### src/rtl/ccu_op_sequencer.sv
// rtl/ccu_op_sequencer.sv - CCU operation sequencer: start/done handshake, result progress counters and timers
module ccu_op_sequencer #(
    parameter int TMR_WIDTH = 32
) (
    input  logic                 clk,
    input  logic                 rst,
    input  logic                 operation_start,
    input  logic                 data_loaded,
    input  logic                 grid_loaded,
    input  logic                 scle_loaded,
    input  logic                 wght_loaded,
    input  logic [31:0]          rslt_size,
    input  logic                 interrupt_soft,
    input  logic                 interrupt_abort,
    input  logic                 interrupt_error,
    input  logic                 rslt_tvalid,
    input  logic                 rslt_tready,
    input  logic                 rslt_tlast,
    output logic                 core_start,
    output logic                 core_rst,
    output logic                 rw_op_str_reg_en,
    output logic                 operation_start_wr,
    output logic                 rw_op_dne_reg_en,
    output logic                 operation_done_wr,
    output logic                 wo_reg_en,
    output logic                 wo_reg_rst,
    output logic                 sts_idle,
    output logic                 sts_busy,
    output logic                 sts_error,
    output logic                 sts_locked,
    output logic                 sts_valid,
    output logic                 sts_reset,
    output logic [TMR_WIDTH-1:0] progress_rslt,
    output logic [TMR_WIDTH-1:0] progress_iter,
    output logic [TMR_WIDTH-1:0] iter_timer,
    output logic [TMR_WIDTH-1:0] iter_latency,
    output logic [TMR_WIDTH-1:0] oper_timer,
    output logic [TMR_WIDTH-1:0] oper_latency
);

    localparam int CW = (TMR_WIDTH > 32) ? TMR_WIDTH : 32;

    typedef enum logic [2:0] {S_IDLE, S_START, S_RUN, S_DONE, S_ERR} state_t;
    state_t state;

    function automatic logic [TMR_WIDTH-1:0] sat_inc(input logic [TMR_WIDTH-1:0] v);
        return (&v) ? v : v + 1'b1;
    endfunction

    logic                 all_loaded;
    logic                 beat;
    logic                 final_beat;
    logic [CW-1:0]        rslt_cnt_next;
    logic [TMR_WIDTH-1:0] oper_next;
    logic [TMR_WIDTH-1:0] iter_next;

    assign all_loaded    = data_loaded & grid_loaded & scle_loaded & wght_loaded;
    assign beat          = rslt_tvalid & rslt_tready;
    assign rslt_cnt_next = CW'(progress_rslt) + CW'(1);
    assign final_beat    = (rslt_cnt_next == CW'(rslt_size));
    assign oper_next     = sat_inc(oper_timer);
    assign iter_next     = sat_inc(iter_timer);

    always_ff @(posedge clk) begin
        if (rst) begin
            state              <= S_IDLE;
            core_start         <= 1'b0;
            core_rst           <= 1'b0;
            rw_op_str_reg_en   <= 1'b0;
            operation_start_wr <= 1'b0;
            rw_op_dne_reg_en   <= 1'b0;
            operation_done_wr  <= 1'b0;
            wo_reg_en          <= 1'b0;
            wo_reg_rst         <= 1'b0;
            sts_idle           <= 1'b1;
            sts_busy           <= 1'b0;
            sts_error          <= 1'b0;
            sts_locked         <= 1'b0;
            sts_valid          <= 1'b0;
            sts_reset          <= 1'b1;
            progress_rslt      <= '0;
            progress_iter      <= '0;
            iter_timer         <= '0;
            iter_latency       <= '0;
            oper_timer         <= '0;
            oper_latency       <= '0;
        end else begin
            // strobes are single-cycle unless re-asserted below
            core_start         <= 1'b0;
            core_rst           <= 1'b0;
            rw_op_str_reg_en   <= 1'b0;
            operation_start_wr <= 1'b0;
            rw_op_dne_reg_en   <= 1'b0;
            operation_done_wr  <= 1'b0;
            wo_reg_en          <= 1'b0;
            wo_reg_rst         <= 1'b0;
            sts_reset          <= 1'b0;

            case (state)
                S_IDLE: begin
                    if (operation_start) begin
                        sts_idle <= 1'b0;
                        if (all_loaded && rslt_size != 32'd0) begin
                            state            <= S_START;
                            core_start       <= 1'b1;
                            wo_reg_rst       <= 1'b1;
                            rw_op_str_reg_en <= 1'b1;
                            sts_busy         <= 1'b1;
                            sts_valid        <= 1'b0;
                            progress_rslt    <= '0;
                            progress_iter    <= '0;
                            iter_timer       <= '0;
                            iter_latency     <= '0;
                            oper_timer       <= '0;
                            oper_latency     <= '0;
                        end else begin
                            state      <= S_ERR;
                            sts_error  <= 1'b1;
                            sts_locked <= 1'b1;
                        end
                    end
                end

                S_START: begin
                    if (interrupt_error) begin
                        state      <= S_ERR;
                        sts_busy   <= 1'b0;
                        sts_error  <= 1'b1;
                        sts_locked <= 1'b1;
                    end else if (interrupt_abort) begin
                        state    <= S_IDLE;
                        sts_busy <= 1'b0;
                        sts_idle <= 1'b1;
                        core_rst <= 1'b1;
                    end else begin
                        state <= S_RUN;
                    end
                end

                S_RUN: begin
                    oper_timer <= oper_next;
                    iter_timer <= iter_next;
                    // error beats abort beats the result beat in the same cycle
                    if (interrupt_error) begin
                        state      <= S_ERR;
                        sts_busy   <= 1'b0;
                        sts_error  <= 1'b1;
                        sts_locked <= 1'b1;
                    end else if (interrupt_abort) begin
                        state    <= S_IDLE;
                        sts_busy <= 1'b0;
                        sts_idle <= 1'b1;
                        core_rst <= 1'b1;
                    end else if (beat) begin
                        progress_rslt <= progress_rslt + 1'b1;
                        if (rslt_tlast) begin
                            progress_iter <= progress_iter + 1'b1;
                            iter_latency  <= iter_next;
                            iter_timer    <= '0;
                            wo_reg_en     <= 1'b1;
                        end
                        if (final_beat) begin
                            sts_busy <= 1'b0;
                            if (rslt_tlast) begin
                                state             <= S_DONE;
                                rw_op_dne_reg_en  <= 1'b1;
                                operation_done_wr <= 1'b1;
                                oper_latency      <= oper_next;
                                sts_valid         <= 1'b1;
                            end else begin
                                state      <= S_ERR;
                                sts_error  <= 1'b1;
                                sts_locked <= 1'b1;
                            end
                        end
                    end
                end

                S_DONE: begin
                    state    <= S_IDLE;
                    sts_idle <= 1'b1;
                end

                S_ERR: begin
                    if (interrupt_soft) begin
                        state      <= S_IDLE;
                        sts_error  <= 1'b0;
                        sts_locked <= 1'b0;
                        sts_idle   <= 1'b1;
                        core_rst   <= 1'b1;
                        sts_reset  <= 1'b1;
                    end
                end

                default: begin
                    state    <= S_IDLE;
                    sts_idle <= 1'b1;
                    sts_busy <= 1'b0;
                end
            endcase
        end
    end

endmodule

### config.mk
export PLATFORM = sky130hd
export DESIGN_NAME = ccu_op_sequencer
export DESIGN_NICKNAME = d
export VERILOG_FILES = /design/src/rtl/ccu_op_sequencer.sv
export SDC_FILE = /design/constraint.sdc
export NUM_CORES = 1
export LEC_CHECK = 0
export BUFFER_PORTS_ARGS = -buffer_cell sky130_fd_sc_hd__buf_2
export CAP_MARGIN = 20
export CORE_ASPECT_RATIO = 0.8
export CORE_MARGIN = 2
export CORE_UTILIZATION = 40
export CTS_CLUSTER_DIAMETER = 100
export DETAILED_ROUTE_END_ITERATION = 10
export PLACE_DENSITY = 0.65
export SLEW_MARGIN = 5
export SYNTH_ARGS = -nofsm -noshare
export SYNTH_HDL_FRONTEND = slang
export SYNTH_SLANG_ARGS = --single-unit
### constraint.sdc
create_clock -name clk -period 8 [get_ports clk]
set_input_delay 1.6 -clock clk [delete_from_list [all_inputs] [get_ports clk]]
set_output_delay 1.6 -clock clk [all_outputs]
set_load 0.05 [all_outputs]
[After elaboration in Yosys (flattened, before gate mapping)]
Cells that the tools add are included.
Operators by class
  add/subtract/negate cells: 4
  $mul: 0
  div/mod/pow operators: 0
  $lt $le $gt $ge: 0
  equal/unequal tests: 24
  shift-type cells: 0
  multiplexer cells: 80
  bitwise gates (word level): 10
  reduce and logical (&&, ||, !) cells: 20
Operators with widths (number)
  $mux W32: 24
  $pmux W32 S2: 6
  $add A32 B1 Y32 const B: 4
  $reduce_and A32 Y1: 2
  $mux W1: 34
  $eq A32 B32 Y1: 1
  $reduce_bool A32 Y1: 1
  $mux W3: 9
  $ne A2 B2 Y1 const B: 11
  $ne A3 B3 Y1 const B: 5
  $pmux W3 S4: 1
  $reduce_and A6 Y1: 2
  $reduce_and A9 Y1: 1
  $ne A4 B4 Y1 const B: 2
  $pmux W1 S4: 2
  $reduce_and A4 Y1: 2
  $reduce_and A8 Y1: 1
  $reduce_and A7 Y1: 1
  $eq A3 B2 Y1 const B: 2
  $not A1 Y1: 6
  $reduce_or A6 Y1: 1
  $reduce_or A5 Y1: 1
  $and A1 B1 Y1: 4
  $pmux W1 S2: 2
  12 further kinds: 13
Storage, ports and cells
  register bits after elaboration: 204
  latch bits: 0
  RAM bits: 0
  memory bits (read-only): 0
  input bits: 45
  output and inout bits: 206
  word-level logic and storage cells: 154
  memories kept: 0

[Longest topological paths before layout]
Gate-level depths: netlist of the first run.
  word-level depth: 8
  depth in mapped cells: 12
  depth with buffers taken out: 9

[Least setup slack after synthesis of the first run]
Ideal clock, no wire load.
  path kind: input-to-reg
  start: input rslt_size[17]
  end: register oper_latency[1]
  library setup time: 0.068 ns
  data arrival time: 3.782 ns
  data required time: 7.932 ns
  setup slack: 4.150 ns
  cell stages on the path: 9
  path buffers: 1
  cells stage by stage: xor2_1 or3_1 nand4_1 or4_1 or4_4 nor4_4 nand3_2 buf_6 o21ai_2
Between the ends
  word-level cells in the longest chain between the ends: 4
  elaborated cells between the ends (all ways): 6
  those cells by class: eq/ne (3); reduce/logical (3)
Ends and longest elaborated chain
  start, declared: RTL line 12  | input logic [31:0] rslt_size,
  $reduce_bool A32 Y1: RTL line 103  | if (all_loaded && rslt_size != 32'd0) begin
  $logic_and A1 B1 Y1: RTL line 103
  $ne A2 B2 Y1 (no source line)
  $reduce_and A8 Y1 (no source line) (*)
  end signal, assigned: RTL line 168  | oper_latency <= oper_next;
  end, declared: RTL line 38  | output logic [TMR_WIDTH-1:0] oper_latency
Mark *: on every way between the ends. The rest lies on a longest branch, timed or not.
A chain may end at the register's enable or synchronous reset.

[Worst setup path in the final report of the first run]
  start: input rslt_size[17]
  end: register oper_latency[23]
Same word-level chain as after synthesis.

==> metrics.cfg, run 1 <==
[status]
outcome = finished, final reports clean

[pwr]
ir_worst_vdd_mv = 0.129
leakage_nw = 5.16
powerDensity_nw_per_um2 = 163

[detailed_routing]
dr.first_iter.drc_count = 917
routed_wl_mm = 38.3
wl_per_cell_um = 18.9
viasPerCell = 5.76
vias = 11647
antenna_left = 0
drcViolationCount = 0
dr.pass1.iters = 6

[clocking]
root_buffer = clkbuf_16
clk-insertion-delay-late_ns = 0.52
ctsHoldBuffers = 0
cts_tree = done
cts_buffers = 23
post_cts_buffers = 0
h-tree-depth = 1
clkSlewWorstSetupHoldPaths_ns = 0.06
clockBufferDepth = 3
cts-resized-gates = 0
cts_sinks = 204

[synthesis]
yosysSeqAreaShare = 0.363
synthSimpleGateAreaFrac = 0.293
synth.cell_area_um2 = 11300
ys_ff_latch = 204
synth_compound_area_frac = 0.197
synth_most_common_cell = dfxtp_1
avgSynthCellArea_um2 = 7.80
synth_edf_count = 0
yosys-top-cells-area = dfxtp_1 (36%), xnor2_1 (5.5%), nor2_1 (5.3%)
ys_warn_count = 0
synth_fa_ha_area_frac = 0.00444
syn_nets = 1492
synth_xor_area_frac = 0.0926
synth_top_family_by_area = simple AND/OR/NAND/NOR gates
synthTopCellsByCount = dfxtp_1 (204), nor2_1 (158), nand2_1 (122)
synth_top_area_frac = 0.363
synth-main-ff-cell = dfxtp_1
synth.distinct_cells = 69
synthMuxAreaShare = 0.00467
syn_inst = 1443
synth_top_cell_by_area = dfxtp_1
async_reset_ff_frac = 0

[final_layout]
nNetsFinal = 1691
area_delta_synth_final_pct = 19.4
final_cell_area_um2 = 13400
drive_above_1_share = 0.212
fillers = 2747

[place]
io_buffers = 249
placedInstanceArea_um2 = 12700
routabilityCongestion = 0.934
hpwl_mm = 27.8

[sta]
finalSetupViolCount = 0
worstMarginPinSlew_ns = 0.905
clock_skew_ns = 0.0205
final-hold-violation-count = 0
slew_viol_final = 0
slew_headroom = 0.389
fin_tns_setup_ns = 0
period_share = 0.536
fmax_mhz = 233
grt_setup_unrepaired = false
final.min_clock_period_ns = 4.29

[global_route]
grt_pass1_wl_mm = 59.9
grt_pass1_vias = 10286
grt_usage = 0.252
grt_max_degree = 67
grt-ovfl-total = 0
antenna_found_initial = 2

[critical_path]
rrSetupSlack_ns = 3.82
criticalPathCategory = in2reg
critPathLaunchType = primary input
arrival_ns = 4.73
setup.worst_path.end_class = flip-flop
crit_fanout = 19
crit_required_ns = 8.44

[floorplan]
io_pins = 251
dieArea_um2 = 29500
initial_core_util = 0.410
coreArea_um2 = 27500
die_w_um = 192
rows = 54
fp.dieH_um = 154

[min_path]
worstHoldPathType = reg2reg

[flow_run]
cap_violations = 0

## cell type report
class                           instances  area, µm²  share of cell area
Tap cell                              364        455              0.0339
Clock inverter                          6       61.3             0.00456
Multi-Input combinational cell       1122       6670               0.496
Inverter                               23       86.3             0.00642
Timing Repair Buffer                  268       1400               0.104
Clock buffer                           34        687              0.0511
Sequential cell                       204       4080               0.304
Antenna cell                            1       2.50            0.000186
## layout by cell type, fill, tap and decap left out, types with 19 or more instances in the layout
| cell | synthesis | final |
|---|---|---|
| buf_2 | 6 | 250 |
| a21oi_1 | 110 | 109 |
| nand4_1 | 45 | 45 |
| nand2_1 | 122 | 121 |
| xor2_1 | 48 | 48 |
| clkbuf_16 | 0 | 23 |
| xnor2_1 | 71 | 71 |
| and4_1 | 23 | 23 |
| or3_1 | 31 | 31 |
| o21ai_0 | 97 | 97 |
| nor2_1 | 158 | 157 |
| nor3_1 | 48 | 48 |
| o21ai_2 | 29 | 29 |
| inv_1 | 23 | 23 |
| nor4_1 | 30 | 30 |
| nand3_1 | 86 | 86 |
| dfxtp_1 | 204 | 204 |
| and3_1 | 19 | 19 |
## registers in the layout (all words and copies together) (netlist names)
signal	flops
core_rst	1
sts_valid	1
progress_iter	32
iter_latency	32
wo_reg_rst	1
sts_idle	1
sts_locked	1
state	3
oper_timer	32
progress_rslt	32
iter_timer	32
sts_busy	1
sts_reset	1
oper_latency	32
wo_reg_en	1
operation_done_wr	1
## per-layer routing
| metal | GRT usage | vias up | wire length [µm] |
|---|---|---|---|
| li1 | - | 5625 | - |
| met2 | 0.378 | 446 | 16400 |
| met5 | 0 | - | 13 |
| met1 | 0.379 | 5524 | 18300 |
| met4 | 0.0473 | 2 | 663 |
| met3 | 0.0409 | 50 | 2920 |
## path summary, 6_finish.rpt
kind                     from          endpoint  cells past startpoint
max             rslt_size[17]  oper_latency[23]                     10
min          iter_latency[31]  iter_latency[31]                      2
max reg2reg  progress_rslt[3]  oper_latency[23]                      9
min reg2reg  iter_latency[31]  iter_latency[31]                      2
## logic make-up after synthesis
logic type / Yosys count
compound gates: 351
xor+xnor: 119
fa+ha+maj: 4
buf+inv: 117
flops: 204
mux: 5
other cells: 1
simple gates: 642
## worst max-delay path, cell delays in order
cell and delay (ns):
buf_2 0.10, xor2_1 0.30, or3_1 0.22, nand4_1 0.10, or4_1 0.44, or4_4 0.57
nor4_4 0.38, nand3_2 0.48, buf_12 0.35, o21ai_2 0.17
## metrics by stage
step                      instances  hold WS [ns]   util  power (mW)  setup slack [ns]
final                          2022         0.447  0.489        2.19              3.71
after floorplan                1443         0.651      -        1.12              4.15
after global routing           2022         0.483  0.489        2.27              3.44
after global placement         1978         0.435  0.461        1.16              2.96
after detailed placement       1980         0.437  0.462        1.16              3.22
after CTS                      2020         0.450  0.489        2.21              3.72
## where the power goes
part	switching (mW)	leakage, nW	internal, mW
combinational	0.0798	3.15	0.0352
sequential	0.00504	1.64	1.02
clock	0.429	0.369	0.624
No activity file was read; power rests on OpenSTA's default activity.
==> inputs of run 2 (changes only) <==
--- a/config.mk
+++ b/config.mk
@@ -12,7 +12,7 @@
 export CORE_UTILIZATION = 40
 export CTS_CLUSTER_DIAMETER = 100
 export DETAILED_ROUTE_END_ITERATION = 10
-export PLACE_DENSITY = 0.65
+export PLACE_DENSITY = 0.67
 export SLEW_MARGIN = 5
 export SYNTH_ARGS = -nofsm -noshare
 export SYNTH_HDL_FRONTEND = slang
==> constraint.sdc (replaced) <==
create_clock -name clk -period 3.7 [get_ports clk]
set_input_delay 0.74 -clock clk [delete_from_list [all_inputs] [get_ports clk]]
set_output_delay 0.74 -clock clk [all_outputs]
set_load 0.05 [all_outputs]
==> run 2 against run 1 <==
  * Sequential share of layout area shrank 0.55 points
  * First-iteration DRC count rose by 26%
  * Clock-buffer cell count is the same
  * Clock skew is 0.013 ns lower
  * Critical path depth increased by 1
  * Sequential cell count unchanged
  * Worst hold slack barely moved
  * Non-clock buffer count rose by 31
  * Largest power group unchanged
  * Critical endpoint is now oper_latency[31]
==> metrics.cfg, run 2 (same netlist as run 1, synthesis figures left out) <==
[sta]
grt_setup_unrepaired = false  ; unchanged
final-hold-violation-count = 0  ; unchanged
slew_viol_final = 0  ; unchanged
slew_headroom = 0.429  ; was 0.389
clock_skew_ns = 0.00768  ; was 0.0205 ns
worst_hold_slack_ns = 0.447  ; about the same
final.min_clock_period_ns = 3.47
finalSetupViolCount = 0  ; unchanged
period_share = 0.937
worstMarginPinSlew_ns = 0.854  ; was 0.905 ns
fmax_mhz = 289
fin_tns_setup_ns = 0  ; unchanged

[floorplan]
rows = 54  ; unchanged
io_pins = 251  ; unchanged
die_w_um = 192  ; unchanged
fp.dieH_um = 154  ; unchanged
coreArea_um2 = 27500  ; unchanged
dieArea_um2 = 29500  ; unchanged
initial_core_util = 0.410  ; unchanged

[global_route]
grt-ovfl-total = 0  ; unchanged
grt_max_degree = 66  ; was 67
grt_usage = 0.260  ; was 0.252
antenna_found_initial = 2  ; unchanged
grt_pass1_vias = 10834  ; was 10286
grt_pass1_wl_mm = 61.7  ; was 59.9 mm

[pwr]
pwr-share-comb = 0.053  ; was 0.052
pwr-share-clk = 0.485  ; was 0.480
finalPower_mw = 4.80  ; was 2.19 mW
powerDensity_nw_per_um2 = 350  ; was 163 nW/µm²
net-switching-power_mw = 1.13  ; was 0.514 mW
ir_worst_vdd_mv = 0.276  ; was 0.129 mV
leakage_nw = 5.31  ; was 5.16 nW
p_seq_frac = 0.462  ; was 0.467
swShare = 0.235  ; was 0.234
p_int_mw = 3.67  ; was 1.68 mW

[place]
routabilityCongestion = 0.976  ; was 0.934
io_buffers = 249  ; unchanged
hpwl_mm = 28.7  ; was 27.8 mm
dp_cells = 2011  ; was 1980

[detailed_routing]
antenna_left = 0  ; unchanged
drcViolationCount = 0  ; unchanged
wl_per_cell_um = 19.2  ; was 18.9 µm
dr.first_iter.drc_count = 1157  ; was 917
routed_wl_mm = 39.5  ; was 38.3 mm
dr.pass1.iters = 6  ; unchanged
vias = 11839  ; was 11647
viasPerCell = 5.76  ; about the same

[critical_path]
crit_required_ns = 4.14  ; was 8.44 ns
setup.worst_path.end_class = flip-flop  ; unchanged
timing.rr.start = progress_rslt[2]  ; was progress_rslt[3]
rr_worst_depth = 11  ; was 9
arrival_ns = 3.90  ; was 4.73 ns
crit_fanout = 32  ; was 19
r2r-end = oper_latency[31]  ; was oper_latency[23]
critPathLaunchType = flip-flop  ; was primary input
criticalPathCategory = reg2reg  ; was in2reg
rrSetupSlack_ns = 0.23  ; was 3.82 ns

[clocking]
clockBufferDepth = 3  ; unchanged
root_buffer = clkbuf_16  ; unchanged
h-tree-depth = 1  ; unchanged
clkSlewWorstSetupHoldPaths_ns = 0.06  ; about the same
cts_sinks = 204  ; unchanged
cts_buffers = 23  ; unchanged
clk-insertion-delay-late_ns = 0.51  ; was 0.52 ns
cts_tree = done  ; unchanged

[final_layout]
fillers = 2707  ; was 2747
layout_commonest_cell = buf_2  ; unchanged
nNetsFinal = 1722  ; was 1691
area_delta_synth_final_pct = 21.7  ; was 19.4%
mostFrequentLayoutCells = buf_2 (249), dfxtp_1 (204), nor2_1 (157)  ; was buf_2 (250), dfxtp_1 (204), nor2_1 (157)
instances_no_fill = 2055  ; was 2022
drive_above_1_share = 0.226  ; was 0.212

[min_path]
worstHoldPathType = reg2reg  ; unchanged
whs_path_depth = 2  ; unchanged
min_from = oper_latency[30]  ; was iter_latency[31]
holdPathEnd = oper_latency[30]  ; was iter_latency[31]

[status]
outcome = finished, final reports clean  ; unchanged

[flow_run]
cap_violations = 0  ; unchanged

run 2: timing repair:
item,CTS,global route
endpoints found under the setup margin,0,26
hold buffers,0,0
buffers inserted,0,0
resized for setup,0,1
run 2: cell type report:
| type | count | area (µm²) | share of cell area |
|---|---|---|---|
| Sequential cell | 204 | 4080 | 0.298 |
| Multi-Input combinational cell | 1122 | 6670 | 0.487 |
| Timing Repair Buffer | 299 | 1630 | 0.119 |
| Antenna cell | 2 | 5.00 | 0.000365 |
| Inverter | 23 | 86.3 | 0.00630 |
| Clock inverter | 7 | 93.8 | 0.00685 |
| Clock buffer | 34 | 667 | 0.0487 |
| Tap cell | 364 | 455 | 0.0332 |
run 2: worst max path at each step:
stage / start / slack [ns] / endpoint
4_1_cts: progress_rslt[0] / 0.22 / oper_latency[31]
5_1_grt: progress_rslt[0] / 0.05 / oper_latency[31]
6_report: progress_rslt[2] / 0.23 / oper_latency[31]
3_5_place_dp: progress_rslt[0] / 0.25 / oper_latency[31]
3_3_place_gp: rslt_size[17] / 0.32 / oper_latency[31]
2_1_floorplan: progress_rslt[0] / 0.28 / oper_latency[1]
run 2: worst max-delay path, stage by stage (launching register included):
cell and delay, ns:
dfxtp_1 0.50, and4_1 0.48, nand3_1 0.42, or3_1 0.45, o31ai_1 0.37, buf_4 0.20, nand4_1 0.08, nor3_1 0.21
buf_4 0.18, nand3_2 0.09, buf_12 0.21, o21ai_0 0.16
run 2: per-stage QoR:
| stage | instance area (µm²) | util | worst slack [ns] |
|---|---|---|---|
| 2_1_floorplan | 11300 | - | 0.285 |
| 3_3_place_gp | 12900 | 0.470 | 0.319 |
| 3_5_place_dp | 12900 | 0.470 | 0.254 |
| 4_1_cts | 13700 | 0.498 | 0.221 |
| 5_1_grt | 13700 | 0.498 | 0.0461 |
| 6_report | 13700 | 0.498 | 0.235 |
run 2: power groups by stage:
stage	sequential, mW	clock (mW)	combinational [mW]
floorplan	2.28	0	0.137
global placement	2.26	0	0.252
detailed placement	2.26	0	0.252
CTS	2.22	2.37	0.253
global route	2.22	2.46	0.274
finish	2.22	2.33	0.255
run 2: layer usage:
| layer | wire (µm) | global-route usage | vias up |
|---|---|---|---|
| li1 | - | - | 5679 |
| met1 | 18600 | 0.385 | 5570 |
| met2 | 16300 | 0.378 | 519 |
| met3 | 3570 | 0.0566 | 71 |
| met4 | 1080 | 0.0685 | 0 |
| met5 | 0 | 0 | - |
==> inputs of run 3 (changes only) <==
--- a/config.mk
+++ b/config.mk
@@ -12,6 +12,7 @@
 export CORE_UTILIZATION = 40
 export CTS_CLUSTER_DIAMETER = 100
 export DETAILED_ROUTE_END_ITERATION = 10
+export MAX_ROUTING_LAYER = met4
 export PLACE_DENSITY = 0.67
 export SLEW_MARGIN = 5
 export SYNTH_ARGS = -nofsm -noshare
==> run 3 against run 2 <==
  * Clock skew increased by 0.0081 ns
  * Utilization about the same
  * Largest power group unchanged
  * Cell count about the same
==> metrics.cfg, run 3 (same netlist as run 1, synthesis figures left out) <==
[status]
outcome = finished, final reports clean  ; unchanged

[sta]
worstMarginPinSlew_ns = 0.874  ; was 0.854 ns
period_share = 0.923  ; was 0.937
clock_skew_ns = 0.0157  ; was 0.00768 ns
fmax_mhz = 293  ; was 289 MHz
slew_viol_final = 0  ; unchanged
finalSetupViolCount = 0  ; unchanged
fin_tns_setup_ns = 0  ; unchanged
grt_setup_unrepaired = false  ; unchanged
slew_headroom = 0.415  ; was 0.429
final.min_clock_period_ns = 3.42  ; was 3.47 ns
final-hold-violation-count = 0  ; unchanged

[global_route]
grt_pass1_wl_mm = 62.0  ; was 61.7 mm
grt-ovfl-total = 0  ; unchanged
grt_max_degree = 59  ; was 66
grt_pass1_vias = 10829  ; was 10834
grt_usage = 0.269  ; was 0.260
antenna_found_initial = 3  ; was 2

[pwr]
powerDensity_nw_per_um2 = 352  ; was 350 nW/µm²
finalPower_mw = 4.82  ; was 4.80 mW
leakage_nw = 5.31  ; about the same
ir_worst_vdd_mv = 0.257  ; was 0.276 mV

[final_layout]
nNetsFinal = 1721  ; was 1722
fillers = 2696  ; was 2707
register_area_um2 = 4080  ; unchanged
instances_no_fill = 2054  ; was 2055
layout_commonest_cell = buf_2  ; unchanged
mostFrequentLayoutCells = buf_2 (249), dfxtp_1 (204), nor2_1 (157)  ; unchanged
final_cell_area_um2 = 13700  ; about the same
multiInputGateArea_um2 = 6670  ; unchanged
area_delta_synth_final_pct = 21.7  ; about the same
drive_above_1_share = 0.226  ; about the same

[flow_run]
cap_violations = 0  ; unchanged

[critical_path]
crit_fanout = 32  ; unchanged
crit_end = oper_latency[31]  ; unchanged
r2r-end = oper_latency[31]  ; unchanged
rr_worst_depth = 12  ; was 11
criticalPathCategory = reg2reg  ; unchanged
rrSetupSlack_ns = 0.28  ; was 0.23 ns
crit_chain = nand4_2 -> buf_4 -> or2_2 -> or3_1 -> o31ai_1 -> buf_4 -> nand4_1 -> nor3_1 -> buf_4 -> nand3_2 -> buf_12 -> o21ai_0  ; was and4_1 -> nand3_1 -> or3_1 -> o31ai_1 -> buf_4 -> nand4_1 -> nor3_1 -> buf_4 -> nand3_2 -> buf_12 -> o21ai_0
setup.worst_path.end_class = flip-flop  ; unchanged
timing.rr.start = progress_rslt[11]  ; was progress_rslt[2]
critical-path-max-stage-delay_ns = 0.56  ; was 0.50 ns
crit_path_frequent_cell = buf_4  ; unchanged
crit_required_ns = 4.13  ; was 4.14 ns
arrival_ns = 3.84  ; was 3.90 ns
slowest_stage = dfxtp_1  ; unchanged
critPathLaunchType = flip-flop  ; unchanged
critPathLaunch = progress_rslt[11]  ; was progress_rslt[2]

[detailed_routing]
antenna_left = 0  ; unchanged
wl_per_cell_um = 19.3  ; was 19.2 µm
dr.first_iter.drc_count = 1012  ; was 1157
vias = 11880  ; was 11839
viasPerCell = 5.78  ; was 5.76
drcViolationCount = 0  ; unchanged
dr.pass1.iters = 7  ; was 6
routed_wl_mm = 39.7  ; was 39.5 mm

[floorplan]
rows = 54  ; unchanged
initial_core_util = 0.410  ; unchanged
io_pins = 251  ; unchanged
die_w_um = 192  ; unchanged
coreArea_um2 = 27500  ; unchanged
dieArea_um2 = 29500  ; unchanged
fp.dieH_um = 154  ; unchanged

[clocking]
cts-resized-gates = 0  ; unchanged
ctsHoldBuffers = 0  ; unchanged
clockBufferDepth = 3  ; unchanged
clk-insertion-delay-late_ns = 0.51  ; about the same
cts_tree = done  ; unchanged
h-tree-depth = 1  ; unchanged
post_cts_buffers = 0  ; unchanged
cts_sinks = 204  ; unchanged
cts_buffers = 23  ; unchanged
clkSlewWorstSetupHoldPaths_ns = 0.06  ; about the same
root_buffer = clkbuf_16  ; unchanged

[place]
placedInstanceArea_um2 = 12900  ; about the same
routabilityCongestion = 0.953  ; was 0.976
dp_cells = 2010  ; was 2011
hpwl_mm = 28.9  ; was 28.7 mm
io_buffers = 249  ; unchanged

[min_path]
worstHoldPathType = reg2reg  ; unchanged

## run 3: worst max-delay path, delay by kind of cell, from the launching register on
kind / cells / cell delay (ns)
and+or+nand+nor: 6 / 1.40
buffers and inverters: 4 / 0.78
DFF: 1 / 0.56
AOI/OAI and AO/OA: 2 / 0.55
## run 3: worst min path at each step
stage	startpoint	endpoint	slack, ns	cells after the start
6_report	oper_latency[30]	oper_latency[30]	0.45	2
3_5_place_dp	oper_latency[30]	oper_latency[30]	0.44	2
3_3_place_gp	oper_latency[30]	oper_latency[30]	0.44	2
4_1_cts	oper_latency[30]	oper_latency[30]	0.45	2
5_1_grt	iter_latency[1]	iter_latency[1]	0.47	2
2_1_floorplan	state[2]	wo_reg_rst	0.65	3
## run 3: metal layers
| metal | vias up | part of all wire | global-route usage |
|---|---|---|---|
| li1 | 5696 | - | - |
| met1 | 5612 | 0.48 | 0.398 |
| met2 | 509 | 0.42 | 0.380 |
| met3 | 63 | 0.078 | 0.0420 |
| met4 | 0 | 0.025 | 0.0645 |
| met5 | - | 0 | - |
## run 3: cell type report
type | instances | area share
Antenna cell | 3 | 0.000548
Clock buffer | 33 | 0.0491
Clock inverter | 7 | 0.00685
Inverter | 23 | 0.00630
Multi-Input combinational cell | 1122 | 0.487
Sequential cell | 204 | 0.298
Tap cell | 364 | 0.0332
Timing Repair Buffer | 298 | 0.119
## run 3: through the flow
step / hold slack (ns) / worst slack, ns / util
after global routing: 0.474 / 0.0209 / 0.498
final: 0.446 / 0.285 / 0.498
after global placement: 0.435 / 0.289 / 0.470
after CTS: 0.451 / 0.257 / 0.498
after detailed placement: 0.443 / 0.273 / 0.470
after floorplan: 0.651 / 0.285 / -
## run 3: where the power goes
part / internal [mW] / leakage [nW] / switching (mW)
combinational: 0.0807 / 3.29 / 0.175
sequential: 2.20 / 1.64 / 0.0128
clock: 1.40 / 0.372 / 0.952
